<file path="config.mk">
export PLATFORM = sky130hd
export DESIGN_NAME = controle_jogo_rodadas
export DESIGN_NICKNAME = d
export VERILOG_FILES = /design/src/rtl/controle_jogo_rodadas.sv
export SDC_FILE = /design/constraint.sdc
export NUM_CORES = 1
export LEC_CHECK = 0
export BUFFER_PORTS_ARGS = -buffer_cell sky130_fd_sc_hd__buf_4
export CORE_MARGIN = 5
export CORE_UTILIZATION = 51
export DETAILED_ROUTE_END_ITERATION = 6
export PLACE_DENSITY_LB_ADDON = 0.1
export SLEW_MARGIN = 0
export SYNTH_ARGS = -nofsm -noshare
export SYNTH_HDL_FRONTEND = slang
export SYNTH_SLANG_ARGS = --single-unit
export TNS_END_PERCENT = 1
</file>
<file path="constraint.sdc">
create_clock -name clock -period 1.8 [get_ports clock]
set_input_delay 0.36 -clock clock [delete_from_list [all_inputs] [get_ports clock]]
set_output_delay 0.36 -clock clock [all_outputs]
set_load 0.03 [all_outputs]
</file>
<file path="src/rtl/controle_jogo_rodadas.sv">
// controle_jogo_rodadas
// Control unit for the round-based memory game. It sequences the address,
// round and timeout counters. It also detects key-press edges. The memory and
// the comparator stay in the datapath, which returns `igual`.
//
// Ports
//   clock      system clock, rising edge
//   reset      asynchronous, active-low
//   iniciar    start / restart request (only honoured in INICIAL and FIM_*)
//   chaves     player keys, one-hot while pressed, 0 when released
//   igual      datapath: registered play == memoria[endereco]
//   endereco   memory address / play index inside the current round
//   rodada     current round index
//   registra   load-enable for the datapath play register
//   pronto     game over (any outcome)
//   acertou    all rounds completed
//   errou      wrong play
//   timeout    no play within TIMEOUT cycles
//   db_estado  state code, for the debug display
//
// All outputs are registered counters or decodes of the state register, so
// there is no combinational path from any input to any output.

module controle_jogo_rodadas #(
  parameter int RODADAS = 16,   // 1..16
  parameter int TIMEOUT = 5000  // >= 2
) (
  input  logic       clock,
  input  logic       reset,
  input  logic       iniciar,
  input  logic [3:0] chaves,
  input  logic       igual,
  output logic [3:0] endereco,
  output logic [3:0] rodada,
  output logic       registra,
  output logic       pronto,
  output logic       acertou,
  output logic       errou,
  output logic       timeout,
  output logic [3:0] db_estado
);

  // The timeout counter only has to reach TIMEOUT-1.
  localparam int              TW      = $clog2(TIMEOUT);
  localparam logic [TW-1:0]   TMR_MAX = TW'(TIMEOUT - 1);
  localparam logic [3:0]      ULTIMA  = 4'(RODADAS - 1);

  // These codes are shown on the debug display, so they are fixed values.
  typedef enum logic [3:0] {
    INICIAL     = 4'd0,
    PREPARA     = 4'd1,
    ESPERA      = 4'd3,
    REGISTRA    = 4'd4,
    COMPARA     = 4'd5,
    PROXIMO     = 4'd6,
    PROX_RODADA = 4'd7,
    FIM_ACERTOU = 4'd10,
    FIM_TIMEOUT = 4'd13,
    FIM_ERROU   = 4'd14
  } estado_t;

  estado_t       estado, estado_nxt;
  logic [3:0]    chaves_q;
  logic [TW-1:0] tmr;
  logic          jogada;

  // A play is the first cycle in which any key is seen after all keys were
  // released. A key that is held down counts once. A key already held when
  // ESPERA is entered does not count.
  assign jogada = (chaves != 4'd0) && (chaves_q == 4'd0);

  // ---------------------------------------------------------------------
  // State register
  // ---------------------------------------------------------------------
  always_ff @(posedge clock or negedge reset) begin
    if (!reset) estado <= INICIAL;
    else        estado <= estado_nxt;
  end

  // ---------------------------------------------------------------------
  // Next-state logic
  // ---------------------------------------------------------------------
  always_comb begin
    estado_nxt = estado;
    unique case (estado)
      INICIAL:     if (iniciar) estado_nxt = PREPARA;
      PREPARA:     estado_nxt = ESPERA;
      // A play wins over an expiring timer in the same cycle.
      ESPERA: begin
        if (jogada)              estado_nxt = REGISTRA;
        else if (tmr == TMR_MAX) estado_nxt = FIM_TIMEOUT;
      end
      REGISTRA:    estado_nxt = COMPARA;
      COMPARA: begin
        if (!igual)                  estado_nxt = FIM_ERROU;
        else if (endereco != rodada) estado_nxt = PROXIMO;
        else if (rodada == ULTIMA)   estado_nxt = FIM_ACERTOU;
        else                         estado_nxt = PROX_RODADA;
      end
      PROXIMO:     estado_nxt = ESPERA;
      PROX_RODADA: estado_nxt = ESPERA;
      FIM_ACERTOU, FIM_ERROU, FIM_TIMEOUT:
                   if (iniciar) estado_nxt = PREPARA;
      default:     estado_nxt = INICIAL;
    endcase
  end

  // ---------------------------------------------------------------------
  // Key history and counters
  // ---------------------------------------------------------------------
  always_ff @(posedge clock or negedge reset) begin
    if (!reset) chaves_q <= 4'd0;
    else        chaves_q <= chaves;
  end

  // endereco and rodada are cleared on the edge that enters PREPARA. This
  // shows a fresh game while in PREPARA. They are cleared again inside
  // PREPARA for completeness. They hold their values in the FIM states so
  // that the display can show where the game ended.
  always_ff @(posedge clock or negedge reset) begin
    if (!reset) begin
      endereco <= 4'd0;
      rodada   <= 4'd0;
      tmr      <= '0;
    end else begin
      if (estado_nxt == PREPARA || estado == PREPARA) begin
        endereco <= 4'd0;
        rodada   <= 4'd0;
        tmr      <= '0;
      end else begin
        unique case (estado)
          ESPERA:      tmr <= tmr + 1'b1;
          PROXIMO: begin
            endereco <= endereco + 4'd1;
            tmr      <= '0;
          end
          PROX_RODADA: begin
            rodada   <= rodada + 4'd1;
            endereco <= 4'd0;
            tmr      <= '0;
          end
          default: ;
        endcase
      end
    end
  end

  // ---------------------------------------------------------------------
  // Moore outputs
  // ---------------------------------------------------------------------
  assign registra  = (estado == REGISTRA);
  assign acertou   = (estado == FIM_ACERTOU);
  assign errou     = (estado == FIM_ERROU);
  assign timeout   = (estado == FIM_TIMEOUT);
  assign pronto    = acertou | errou | timeout;
  assign db_estado = estado;

endmodule

</file>
* After elaboration in Yosys (flattened, before gate mapping)
Cells that the tools add are included.
** Operators by class
- Bitwise operators :: 2
- Multiplexer cells :: 13
- $add $sub $neg :: 3
- Equality and inequality tests :: 13
- Reductions and logical operators :: 11
** Operators with widths (number)
- $mux W4 :: 9
- $pmux W13 S2 :: 1
- $pmux W4 S5 :: 1
- $eq A4 B3 Y1 const B :: 4
- $eq A4 B4 Y1 const B :: 4
- $add A13 B1 Y13 const B :: 1
- $eq A13 B13 Y1 const B :: 1
- $mux W13 :: 1
- $add A4 B1 Y4 const B :: 2
- $eq A4 B1 Y1 const B :: 2
- $logic_not A4 Y1 :: 2
- $pmux W4 S2 :: 1
- $reduce_bool A3 Y1 :: 2
- $eq A4 B2 Y1 const B :: 1
- $ne A4 B4 Y1 :: 1
- $reduce_bool A4 Y1 :: 1
- $reduce_or A4 Y1 :: 1
- $reduce_or A3 Y1 :: 1
- $or A1 B1 Y1 :: 2
- $reduce_bool A2 Y1 :: 1
- $reduce_or A2 Y1 :: 1
- $logic_and A1 B1 Y1 :: 1
- $logic_or A1 B1 Y1 :: 1
** Storage, ports and cells
- Output and inout bits :: 17
- Flip-flop bits (word level) :: 29
- Logic and storage cells :: 47
- Bits of input ports :: 8

* Depth between registers and ports, before layout
- Depth in word-level cells :: 8
- Depth in mapped cells :: 7
- Depth with buffers taken out :: 6

* Worst setup path before layout
Ideal clock, no wire load.
- Kind :: register to output
- From :: register estado[3], in the netlist db_estado[3]
- To :: output port registra
- Path slack :: -0.529 ns
- Arrival time :: 1.969 ns
- Data required time :: 1.440 ns
- Stages on the path, launching flop included :: 4
- Path buffers :: 2
- Cells stage by stage :: dfrtp_1 > buf_2 > buf_1 > nor4b_1
** Between the ends
- Longest elaborated chain between the ends :: 1
** Ends and longest elaborated chain
- from (decl) :: line 62 : estado_t estado, estado_nxt;
- from (signal assigned) :: line 77 : else estado <= estado_nxt;
- $eq A4 B3 Y1 :: line 151 : assign registra = (estado == REGISTRA);
- to (decl) :: line 35 : output logic registra,
No other way between the ends.

* Worst setup path after layout
- From :: register estado[0], in the netlist db_estado[0]
- To :: register tmr[3]
** Between the ends
- Longest elaborated chain between the ends :: 6
- Elaborated cells between the ends (all ways) :: 22
- Classes of those cells :: eq/ne: 10; mux: 6; reduce/logical: 6
** Ends and longest elaborated chain
- $eq A4 B4 Y1, or another cell as far along :: line 85 : unique case (estado)
- $reduce_or A4 Y1 (no source line), or another cell as far along
- $pmux W4 S5 :: line 85
- $eq A4 B1 Y1 :: line 126 : if (estado_nxt == PREPARA || estado == PREPARA) begin
- $logic_or A1 B1 Y1 :: line 126
- $reduce_bool A3 Y1 (no source line) / $mux W13 (equally long branches)
- to (signal assigned) :: line 132 : ESPERA: tmr <= tmr + 1'b1;
- to (decl) :: line 64 : logic [TW-1:0] tmr;
Several ways; a longest one is shown, not always the timed one.
A chain may end at the register's enable or synchronous reset.

==> impl.org <==
** Clock tree
- The H-tree was split into 2 levels.
- In this run the deepest clock path goes through 2 buffers.
- The number of clock buffers added by TritonCTS is 5.
- CTS tree :: yes
- In this run the clock root is driven by a sky130_fd_sc_hd__clkbuf_4.
- Clock Pin Slew Worst Setup and Hold Paths :: 90 ps
- Clock tree synthesis found a total of 29 sinks.
- The clock reaches the later pin of the worst-skew pair after 330 ps.

** Placed design
- The count of buffers added on input and output ports is 24.
- Post-DP HPWL :: between 3000 and 4000 um
- Post-placement setup slack :: -107 ps
- Cell count after placement :: 276
- GPL Wtd Cong :: 0.842

** Routing
- DR DRC count :: 0
- Routed via count divided by cell count :: 5.48
- Detailed-route wire length :: 4620 um
- Violation count after the first detailed-routing iteration :: 66
- Remaining antenna violation count :: 0
- Detailed-routing iteration count for the pre-antenna-repair pass :: 4
- Dividing the detail-routed wire length by the instance count gives 15.7 um.
- The final route contains ~1,600 vias.

** Die
- The die is 69.3 um tall.
- The die covers 4810 um^2.
- Cell row count :: 21
- Initial cell density of the core :: 0.534
- Core region area :: 3360 um^2
- Count of pins on the block boundary :: 25
- Floorplan die width :: 69.3 um

** Worst hold path
- Worst hold path class :: in -> reg
- Hold Crit Depth :: 1
- Min-Delay Endpoint :: chaves_q[1]$_DFF_PN0_
- The worst hold path begins at chaves[1].

** Finish
- Of the cells placed in the final design, the portion with a size suffix greater than 1 is 0.452.
- Area Growth Syn to Fin :: 42.2%
- Diodes inserted :: 0
- Final core utilization :: 0.759
- Most common cell after layout, fill and taps aside :: sky130_fd_sc_hd__buf_4
- The final layout contains 258 nets.
- Non-filler instance count after layout :: around 300
- In the layout the commonest cells are sky130_fd_sc_hd__buf_4, sky130_fd_sc_hd__dfrtp_1, sky130_fd_sc_hd__nand2_1.
- Filler Cell Count :: 256

** Synthesis
- In the synthesized netlist the dominant register cell turns out to be sky130_fd_sc_hd__dfrtp_1.
- Synthesized netlist cell count :: 184
- Share of synthesized registers carrying an async set or reset :: 1.00
- Yosys mapped a number of flops with a built-in enable equal to 0.
- After synthesis the cells add up to 1800 um^2.
- Unique cell type count in the Yosys netlist :: 48
- In this run, synthesis produced a sequential element count of 29.
- Post-synthesis area per instance :: 9.76 um^2
- The share of the Yosys chip area taken by registers is 0.404.
- Synthesis produced a netlist with a net count of approximately 200.
- Synthesis warning total :: 0

** Worst setup path
- The number of cells on the worst reg-to-reg path is 7.
- STA classifies the critical path startpoint as a flop.
- Arrival time at the worst endpoint :: 2120 ps
- Reg-to-reg critical path endpoint :: tmr[3]$_DFFE_PN0P_
- Worst stage delay on the critical path :: roughly 420 ps
- Worst-path fanout max :: 6
- The worst register-to-register path begins at db_estado[0]$_DFF_PN0_.
- Start-to-end type of the worst setup path :: reg -> reg
- Across all register-to-register paths, the minimum setup slack is -110 ps.
- Crit. End Element :: flop
- STA puts the critical path data required time at just over 2000 ps.
- The slowest stage of the critical path belongs to the cell sky130_fd_sc_hd__dfrtp_2.
- Walking the worst path, the cells encountered are buf_6, or3b_1, a21o_1, and3_4, a22oi_4, clkbuf_16, a21oi_2.

** Timing
- Max Freq :: 525 MHz
- Clock skew on the completed layout was measured at about 3.5 ps.
- Worst slew margin :: 0.680
- Of the available clock period, the critical path in the final layout requires 1.06.
- Final critical path time including I/O delays and setup :: about 1900 ps
- Unrepaired setup endpoints after global routing :: yes
- Worst Setup Slack, final :: -106 ps
- Setup violations remaining at the end of the flow were counted as 25.
- Slew at the pin with the worst max-slew slack :: 475 ps
- The number of hold violations in the final report is 0.
- Max-slew violation count :: 0

** Power and ir drop
- Of the total power, the share spent switching nets is 0.382.
- The internal power of the cells totals 0.00193 W.
- Switching Power :: 0.00119 W
- In this run the power density over the cells is 1230 nW/um^2.
- Portion of total power attributed to the clock network :: 0.179
- The share of total power dissipated in sequential elements is 0.248.
- Maximum vdd ir drop :: between 1 and 1.5 mV
- Comb power frac :: 0.573
- Leak pwr :: roughly 1.1 nW

** GRT
- Number of antenna violations at the first check in global routing :: 0
- Via count of the first global-routing pass :: 1,661
- Overflow after GRT :: 0
- Entering global routing, the biggest net connects 30 pins.
- The first global-routing pass estimated roughly 7500 um of wire.
- Across every metal layer, demand over resource in global routing totals 0.196.

** Outcome
- The flow ran to the end, but the final reports show violations.
- Violated checks :: setup timing

** Run
- The tool flagged a number of max-cap violations equal to 0.
## state kept, by name (all words and copies together), names as in the netlist
signal / count
endereco: 4
tmr: 13
db_estado: 4
chaves_q: 4
rodada: 4
## worst max-delay path by stage
stage / start / to / slack [ps] / cells past startpoint
2_1_floorplan: db_estado[3]$_DFF_PN0_ / registra / -120 / 3
3_3_place_gp: tmr[6]$_DFFE_PN0P_ / endereco[3]$_DFFE_PN0P_ / -50 / 6
3_5_place_dp: tmr[6]$_DFFE_PN0P_ / endereco[2]$_DFFE_PN0P_ / -110 / 6
4_1_cts: db_estado[1]$_DFF_PN0_ / tmr[0]$_DFFE_PN0P_ / -80 / 7
5_1_grt: tmr[3]$_DFFE_PN0P_ / tmr[3]$_DFFE_PN0P_ / -150 / 6
6_report: db_estado[0]$_DFF_PN0_ / tmr[3]$_DFFE_PN0P_ / -110 / 7
## timing repair
item / in CTS / in global routing
endpoints found under the hold margin: 29 / 0
setup buffers: 2 / 5
pin swaps: 1 / 17
gates cloned: 0 / 2
gates resized for setup: 15 / 16
hold buffers: 1 / 0
setup endpoints to repair: 25 / 26
## power by group through the flow
stage,sequential [W],clock (W),combinational [W]
after floorplan,0.000827,0,0.000824
after global placement,0.000775,0,0.00135
after detailed placement,0.000778,0,0.00138
after CTS,0.000766,0.000583,0.00152
after global routing,0.000780,0.000615,0.00190
final,0.000775,0.000560,0.00179
## cells in the mapped netlist (2+ instances only)
cell type | number | share of area
sky130_fd_sc_hd__a21oi_1 | 16 | 0.045
sky130_fd_sc_hd__a21oi_2 | 11 | 0.054
sky130_fd_sc_hd__a22oi_1 | 2 | 0.0084
sky130_fd_sc_hd__and2_1 | 3 | 0.010
sky130_fd_sc_hd__and3_1 | 4 | 0.014
sky130_fd_sc_hd__and4_1 | 3 | 0.015
sky130_fd_sc_hd__and4bb_2 | 3 | 0.021
sky130_fd_sc_hd__buf_2 | 4 | 0.011
sky130_fd_sc_hd__buf_4 | 3 | 0.013
sky130_fd_sc_hd__dfrtp_1 | 29 | 0.40
sky130_fd_sc_hd__ha_1 | 3 | 0.021
sky130_fd_sc_hd__inv_1 | 6 | 0.013
sky130_fd_sc_hd__nand2_1 | 22 | 0.046
sky130_fd_sc_hd__nand3_1 | 5 | 0.014
sky130_fd_sc_hd__nand4_1 | 5 | 0.017
sky130_fd_sc_hd__nor2_1 | 6 | 0.013
sky130_fd_sc_hd__nor2b_1 | 4 | 0.014
sky130_fd_sc_hd__nor3_1 | 2 | 0.0056
sky130_fd_sc_hd__nor4_1 | 2 | 0.0070
sky130_fd_sc_hd__o21ai_0 | 4 | 0.011
sky130_fd_sc_hd__or4_4 | 2 | 0.013
sky130_fd_sc_hd__xnor2_1 | 14 | 0.068
sky130_fd_sc_hd__xor2_1 | 6 | 0.029
## cell type report
type,count,area (um^2),share of cell area
multi-input cells,139,1080,0.423
repair buffers,66,578,0.226
flip-flops and latches,29,731,0.286
well taps,46,57.6,0.0225
clock inverters,1,30.0,0.0118
inverters,6,22.5,0.00882
clock buffers,7,55.1,0.0216
## metrics by stage
stage               TNS [ps]  instance area [um^2]  total power, W  hold slack, ps
floorplan              -2160                  1810         0.00165            64.4
global placement        -488                  2250         0.00213             293
finish                 -1520                  2550         0.00313             145
detailed placement      -990                  2250         0.00216             301
global route           -3450                  2550         0.00330             113
CTS                    -1370                  2420         0.00287             118
## cell families (layout without fill, tap and decap cells)
family,count (synthesis),count (layout),share of synthesized area
and+or+nand+nor,70,70,0.233
AOI/OAI and AO/OA,45,45,0.192
DFF,29,29,0.404
xor gates and xnor gates,20,20,0.0976
buffers and inverters,16,80,0.0467
adders and majority gates,3,3,0.0209
muxes,1,1,0.00558
## critical path, delay by kind of cell (launching register included)
kind / cells / cell delay, ps
simple gates: 2 / 550
compound gates: 3 / 520
flops: 1 / 420
buf+inv: 2 / 310
## layer usage
metal	global-route usage	wire, um	up-vias
met4	0.0911	147	0
li1	-	-	784
met2	0.364	2490	30
met3	0.0493	159	15
met1	0.204	1830	781
met5	0	0	-
Power figures use the tool's default switching activity.
